**src/rtl/reg_arb_pkg.sv**
```systemverilog
// Shared sizing and requester-index type for the register-file write arbiter.
package reg_arb_pkg;

  localparam int AW   = 4;
  localparam int DW   = 16;
  localparam int NREQ = 2;

  typedef logic [$clog2(NREQ)-1:0] req_idx_t;

  // Index of the set bit in a one-hot grant vector (0 when empty).
  function automatic req_idx_t oh2idx(input logic [NREQ-1:0] oh);
    req_idx_t idx;
    idx = '0;
    for (int i = 0; i < NREQ; i++)
      if (oh[i]) idx = req_idx_t'(i);
    return idx;
  endfunction

endpackage

```
**src/rtl/rr_arb2.sv**
```systemverilog
// Two-way round-robin picker: a lone request wins, a tie goes to ptr.
module rr_arb2
  import reg_arb_pkg::*;
(
  input  logic [1:0] req,
  input  req_idx_t   ptr,
  output logic [1:0] gnt
);

  always_comb begin
    gnt = 2'b00;
    case (req)
      2'b01:   gnt = 2'b01;
      2'b10:   gnt = 2'b10;
      2'b11:   gnt = (ptr == req_idx_t'(1)) ? 2'b10 : 2'b01;
      default: gnt = 2'b00;
    endcase
  end

endmodule

```
**src/rtl/reg_write_arbiter.sv**
```systemverilog
// Merges ALU-writeback and load-return writes into one register-file write port.
// Optional REGARB_R0_DISCARD_EN: grants targeting register 0 are consumed without a write.
module reg_write_arbiter #(
  parameter int AW = reg_arb_pkg::AW,
  parameter int DW = reg_arb_pkg::DW
) (
  input  logic          clk,
  input  logic          rst,
  input  logic          req0_valid,
  output logic          req0_ready,
  input  logic [AW-1:0] req0_addr,
  input  logic [DW-1:0] req0_data,
  input  logic          req1_valid,
  output logic          req1_ready,
  input  logic [AW-1:0] req1_addr,
  input  logic [DW-1:0] req1_data,
  output logic          wen,
  output logic [AW-1:0] wadr,
  output logic [DW-1:0] wdata,
  output logic [1:0]    pending
);
  import reg_arb_pkg::*;

  logic [NREQ-1:0]         vld, rdy, take, full, gnt;
  logic [NREQ-1:0][AW-1:0] in_addr, s_addr;
  logic [NREQ-1:0][DW-1:0] in_data, s_data;
  req_idx_t                ptr, gidx;
  logic                    any_gnt, wr_ok;

  assign vld     = {req1_valid, req0_valid};
  assign in_addr = {req1_addr, req0_addr};
  assign in_data = {req1_data, req0_data};

  rr_arb2 u_arb (
    .req (full),
    .ptr (ptr),
    .gnt (gnt)
  );

  assign any_gnt = |gnt;
  assign gidx    = oh2idx(gnt);

  // A granted slot drains this edge, so it can take a new request at the same time.
  assign rdy  = rst ? '0 : (~full | gnt);
  assign take = vld & rdy;

  assign req0_ready = rdy[0];
  assign req1_ready = rdy[1];
  assign pending    = full;

`ifdef REGARB_R0_DISCARD_EN
  assign wr_ok = any_gnt && (s_addr[gidx] != '0);
`else
  assign wr_ok = any_gnt;
`endif

  always_ff @(posedge clk) begin
    if (rst) begin
      full <= '0;
    end else begin
      for (int i = 0; i < NREQ; i++) begin
        if (take[i]) begin
          full[i]   <= 1'b1;
          s_addr[i] <= in_addr[i];
          s_data[i] <= in_data[i];
        end else if (gnt[i]) begin
          full[i] <= 1'b0;
        end
      end
    end
  end

  // Pointer favours whichever requester was not just served.
  always_ff @(posedge clk) begin
    if (rst)          ptr <= '0;
    else if (any_gnt) ptr <= ~gidx;
  end

  always_ff @(posedge clk) begin
    if (rst) begin
      wen   <= 1'b0;
      wadr  <= '0;
      wdata <= '0;
    end else begin
      wen <= wr_ok;
      if (wr_ok) begin
        wadr  <= s_addr[gidx];
        wdata <= s_data[gidx];
      end
    end
  end

endmodule

```
**config.mk**
```make
export PLATFORM = sky130hd
export DESIGN_NAME = reg_write_arbiter
export DESIGN_NICKNAME = d
export VERILOG_FILES = /design/src/rtl/reg_arb_pkg.sv /design/src/rtl/rr_arb2.sv /design/src/rtl/reg_write_arbiter.sv
export SDC_FILE = /design/constraint.sdc
export NUM_CORES = 1
export LEC_CHECK = 0
export BUFFER_PORTS_ARGS = -buffer_cell sky130_fd_sc_hd__buf_4
export CAP_MARGIN = 30
export CORE_UTILIZATION = 45
export DETAILED_ROUTE_END_ITERATION = 7
export GPL_TIMING_DRIVEN = 0
export MAX_ROUTING_LAYER = met4
export PLACE_DENSITY = 0.81
export SLEW_MARGIN = 10
export SYNTH_ARGS = -nofsm -noshare
export SYNTH_HDL_FRONTEND = slang
export SYNTH_SLANG_ARGS = --single-unit
```
**constraint.sdc**
```tcl
create_clock -name clk -period 5.2 [get_ports clk]
set_clock_uncertainty 0.1 [all_clocks]
set_input_delay 1.04 -clock clk [delete_from_list [all_inputs] [get_ports clk]]
set_output_delay 1.04 -clock clk [all_outputs]
set_load 0.05 [all_outputs]
```
**After elaboration in Yosys (flattened, before gate mapping)**

Cells that the tools add are included.

- $lt $le $gt $ge: 1
- Equality and inequality tests: 3
- Muxes and demuxes: 12
- Bitwise gates (word level): 5
- Reduce and logical (&&, ||, !) cells: 5

Operators by type and width:

| kind | number |
|---|---|
| two-way mux 16 bit | 2 |
| two-way mux 4 bit | 2 |
| case mux 2 bit (3 select lines) | 1 |
| two-way mux 1 bit | 5 |
| == test 2 bit (second input constant) | 2 |
| two-way mux 2 bit | 2 |
| AND reduction 2 bit | 2 |
| nonzero test 2 bit | 2 |
| bitwise AND 2 bit | 1 |
| == test 2 x 1 -> 1 bit (second input constant) | 1 |
| less-than comparator 1 x 2 -> 1 bit (second input constant) | 1 |
| NOT 1 bit | 2 |
| NOT 2 bit | 1 |
| bitwise OR 2 bit | 1 |
| OR reduction 2 bit | 1 |

- Flip-flop bits (word level): 64
- Input port bits: 44
- Output and inout bits: 25
- Word-level logic and storage cells: 36

**Logic depth before layout (Yosys ltp)**

- Depth after elaboration: 6
- Depth in mapped cells: 6
- Mapped depth without buffers: 3

**Cells and area by module**

A second synthesis with hierarchy kept.

- Cells, all modules: 150
- Area, all modules: 2333.5 um2

By module, submodules not included:

| module | instances | cells an instance | area each (um2) | sequential area each (um2) |
|---|---|---|---|---|
| reg_write_arbiter | 1 | 147 | 2314.7 | 1681.6 |
| rr_arb2 | 1 | 3 | 18.8 | 0.0 |

**Worst setup path after synthesis**

OpenSTA, ideal clock, no wires.

- Path type: input -> register
- From: input port rst
- To: register s_addr[0] in the netlist's numbering (enable)
- Library setup time: 0.378 ns
- Arrival time: 2.717 ns
- Required time: 4.722 ns
- Slack: 2.005 ns
- Stages on the path: 3
- Buffers on the path: 1
- Cell sequence: clkbuf_1 > a31oi_1 > and2_1

- Word-level cells in the longest chain between the ends: 3
- Elaborated cells between the ends (all ways): 4

Ends and longest elaborated chain:

| element | RTL line | text |
|---|---|---|
| start, declared | reg_write_arbiter.sv:8 | `input logic rst,` |
| two-way mux 2 bit | reg_write_arbiter.sv:44 | `assign rdy = rst ? '0 : (~full \| gnt);` |
| via req0_ready | reg_write_arbiter.sv:10 | `output logic req0_ready,` |
| bitwise AND 2 bit | reg_write_arbiter.sv:45 | `assign take = vld & rdy;` |
| AND reduction 2 bit (no line) | -- |  |
| end signal, assigned by index | reg_write_arbiter.sv:64 | `s_addr[i] <= in_addr[i];` |
| end, declared | reg_write_arbiter.sv:25 | `logic [NREQ-1:0][AW-1:0] in_addr, s_addr;` |

The timed path passes the listed nets, and every way through them passes these cells.
A chain may end at the register's enable or synchronous reset.

**Worst setup path after layout**

- From: input port rst
- To: output port req0_ready

- Word-level cells in the longest chain between the ends: 1

Ends and longest elaborated chain:

| element | RTL line |
|---|---|
| two-way mux 2 bit | reg_write_arbiter.sv:44 |
| end, declared | reg_write_arbiter.sv:10 |

No other way between the ends.

==> impl_metrics.toml <==
[setup_path]
worstPathCellList = "clkbuf_1, a31oi_1, buf_4"
timing.rr.end = "s_data[20]"
critical_path.slowest_cell = "a31oi_1"
reg2regPathDepth = 5
reg2reg_from = "pending[0]"
crit_path_end_kind = "output port"
startpoint_type = "primary input"
path_class = "primary input to output port"
regToRegSetupSlack_ps = 3090
worstPathArrival_ps = 1730
critPathRequiredTime_ps = 4060
crit_family = "buffers and inverters"
critPathMaxFanout = 8
max_stage_delay_ps = 270
critPathBufInv = 2

[clock_network]
post_cts_buffers = 0
h-tree-depth = 3
ctsLongestPathBuffers = 2
clock-root-buffer = "clkbuf_8"
cts_tree = "done"
clk_pin_slew_ps = 70
cts_resized = 0
clock_sinks = 64
clock_latency_ps = 330
cts_buffers = 9
hold_buffers = 0

[yosys]
synth_xor_area_share_pct = 0
syn_area_per_cell_sq_um = 14.2
synth_fa_ha_area_share_pct = 0
synth_commonest_cells = "edfxtp_1 (40), nor2_1 (25), dfxtp_1 (24)"
synth_top_family_by_area = "simple AND/OR/NAND/NOR gates"
synth_mux_area_share_pct = 1.78
ys_async_sr_fraction_pct = 0
synth_top_area_share_pct = 47.6
synth_top_area_cell = "edfxtp_1"
synth_cell_types = 24
syn_inst = 178
seq_area_frac_synth_pct = 66.6
synth_compound_area_share_pct = 9.02
synth.area.top_cells = "edfxtp_1 (48%), dfxtp_1 (19%), nor3b_1 (5.9%), nor4_2 (5.0%), a211oi_2 (4.5%)"
synth-simple-area-share_pct = 18.5
synthesis.nets = 222
synth_ff_type = "edfxtp_1"
ys_warn_count = 0
synth_edf_count = 40
syn_area_sq_um = 2520
ys_seq_elements = 64
synth_most_common_cell = "edfxtp_1"

[route]
num_vias = 1706
avgRoutedWirePerCell_um = 15.5
drtIter0Drc = 65
drcViolationCount = 0
wl_um = 5170
drtAntennaViolNets = 0
drt-pass1-iter-count = 4
via_per_inst = 5.12

[floorplanning]
die_y_um = 76.9
rows = 26
ios = 69
core_sq_um = 5240
die_area_sq_um = 5910
chipWidth_um = 76.9
start_util_pct = 48.2

[hold_path]
whs_path_depth = 2
hold_start = "wdata[2]"
holdPathEnd = "wdata[2]"
hp-class = "flop to flop"

[power_and_ir_drop]
p_leak_nw = 1.27
power_switching_mw = 0.312
swShare_pct = 25.4
seqPwrFrac_pct = 47.7
p_comb_share_pct = 15.8
powerDensity_nw_per_um2 = 367
vdd_drop_max_v = 0.000217
power.share.clock_pct = 36.5
internal_power_mw = 0.915

[final_layout]
drive_above_1_share_pct = 45.2
syn2layout_area_growth_pct = 32.4
final_cells = 333
multi_input_area_sq_um = 741
antennaDiodeCount = 0
n_fill_cell = 405
seq_area_sq_um = 1680
final_nets = 302

[global_routing]
grt_max_degree = 21
antenna_found_initial = 0
grtUsageTotal_pct = 19.9
grt_pass1_wl_um = 8420
overflow = 0
grt_pass1_vias = 1773

[timing]
finalCriticalPeriod_ps = 2870
worst_pin_slew_ps = 585
slew_violations = 0
relSlewSlack_pct = 61.0
grt_setup_unrepaired = "false"
clock.fmax_mhz = 349
min_period_over_period_pct = 55.2
hold_viol_final = 0
tns_ps = 0
setup_viol = 0

[placed_design]
hpwl_um = 3480
dp.cells = 315
port_buffers = 67
gp_congestion = 0.745

[outcome]
status = "complete, no violations"

[job]
max-cap-violations = 0
==> per-layer routing <==
| metal | vias up | wire length, um | track usage (%) |
|---|---|---|---|
| met5 | - | 0 | - |
| met4 | 0 | 17 | 6.35 |
| met3 | 2 | 324 | 7.14 |
| met2 | 69 | 2670 | 32.5 |
| met1 | 803 | 2150 | 22.8 |
| li1 | 832 | - | - |
==> through the flow <==
stage	total power [mW]	worst slack, ps	hold slack [ps]	utilization [%]	cell area (sq um)
final	1.23	2330	409	63.8	3340
after global routing	1.27	2320	436	63.8	3340
after CTS	1.23	2350	412	63.4	3320
after detailed placement	0.790	2360	397	59.5	3110
after global placement	0.785	2350	390	59.5	3110
after floorplan	0.719	2000	397	-	2520
==> power by group through the flow <==
| stage | Combinational, mW | Sequential [mW] | Clock, mW |
|---|---|---|---|
| 2_1_floorplan | 0.0724 | 0.647 | 0 |
| 3_3_place_gp | 0.189 | 0.596 | 0 |
| 3_5_place_dp | 0.193 | 0.597 | 0 |
| 4_1_cts | 0.193 | 0.586 | 0.456 |
| 5_1_grt | 0.206 | 0.589 | 0.478 |
| 6_report | 0.194 | 0.586 | 0.448 |
==> cells in the final DEF (no fill, tap or decap), types with 6 or more instances in the layout <==
cell type  Yosys  final
nor4_2        10     10
a211oi_2       9      9
buf_4          4     71
a211oi_1       7      7
clkbuf_8       0      9
edfxtp_1      40     40
dfxtp_1       24     24
nor2_1        25     25
buf_2          6      6
nor4_1         6      6
clkbuf_1       5      8
nor3b_1       20     20
==> registers in the layout, indices dropped and copies added (netlist names) <==
signal   flops
wen          1
pending      2
ptr          1
wdata       16
s_addr       8
wadr         4
s_data      32
==> worst reg2reg max path, cell delays in order (launching register included) <==
cell and delay, ps:
dfxtp_1 400, buf_2 220, and3b_1 210, nor2_1 150
and2_1 500, buf_6 240
==> layout make-up <==
cell class,instances,area share (%)
Sequential cell,64,50.3
Buffer,17,3.03
Tap cell,70,2.62
Clock buffer,12,4.04
Multi-Input combinational cell,97,22.2
Clock inverter,4,2.10
Timing Repair Buffer,69,15.7
==> worst max path at each step <==
stage / endpoint / cells after the start / startpoint
after floorplan: s_addr[0] / 3 / rst
after global placement: req0_ready / 3 / rst
after detailed placement: req0_ready / 3 / rst
after CTS: req0_ready / 3 / rst
after global routing: req0_ready / 3 / rst
final: req0_ready / 3 / rst
==> kinds of logic (layout without fill, tap and decap cells) <==
logic type,count (synthesis),count (layout)
DFF,64,64
buffers and inverters,17,102
AOI/OAI and AO/OA,23,23
muxes,4,4
and+or+nand+nor,70,70
Power figures use the tool's default switching activity.
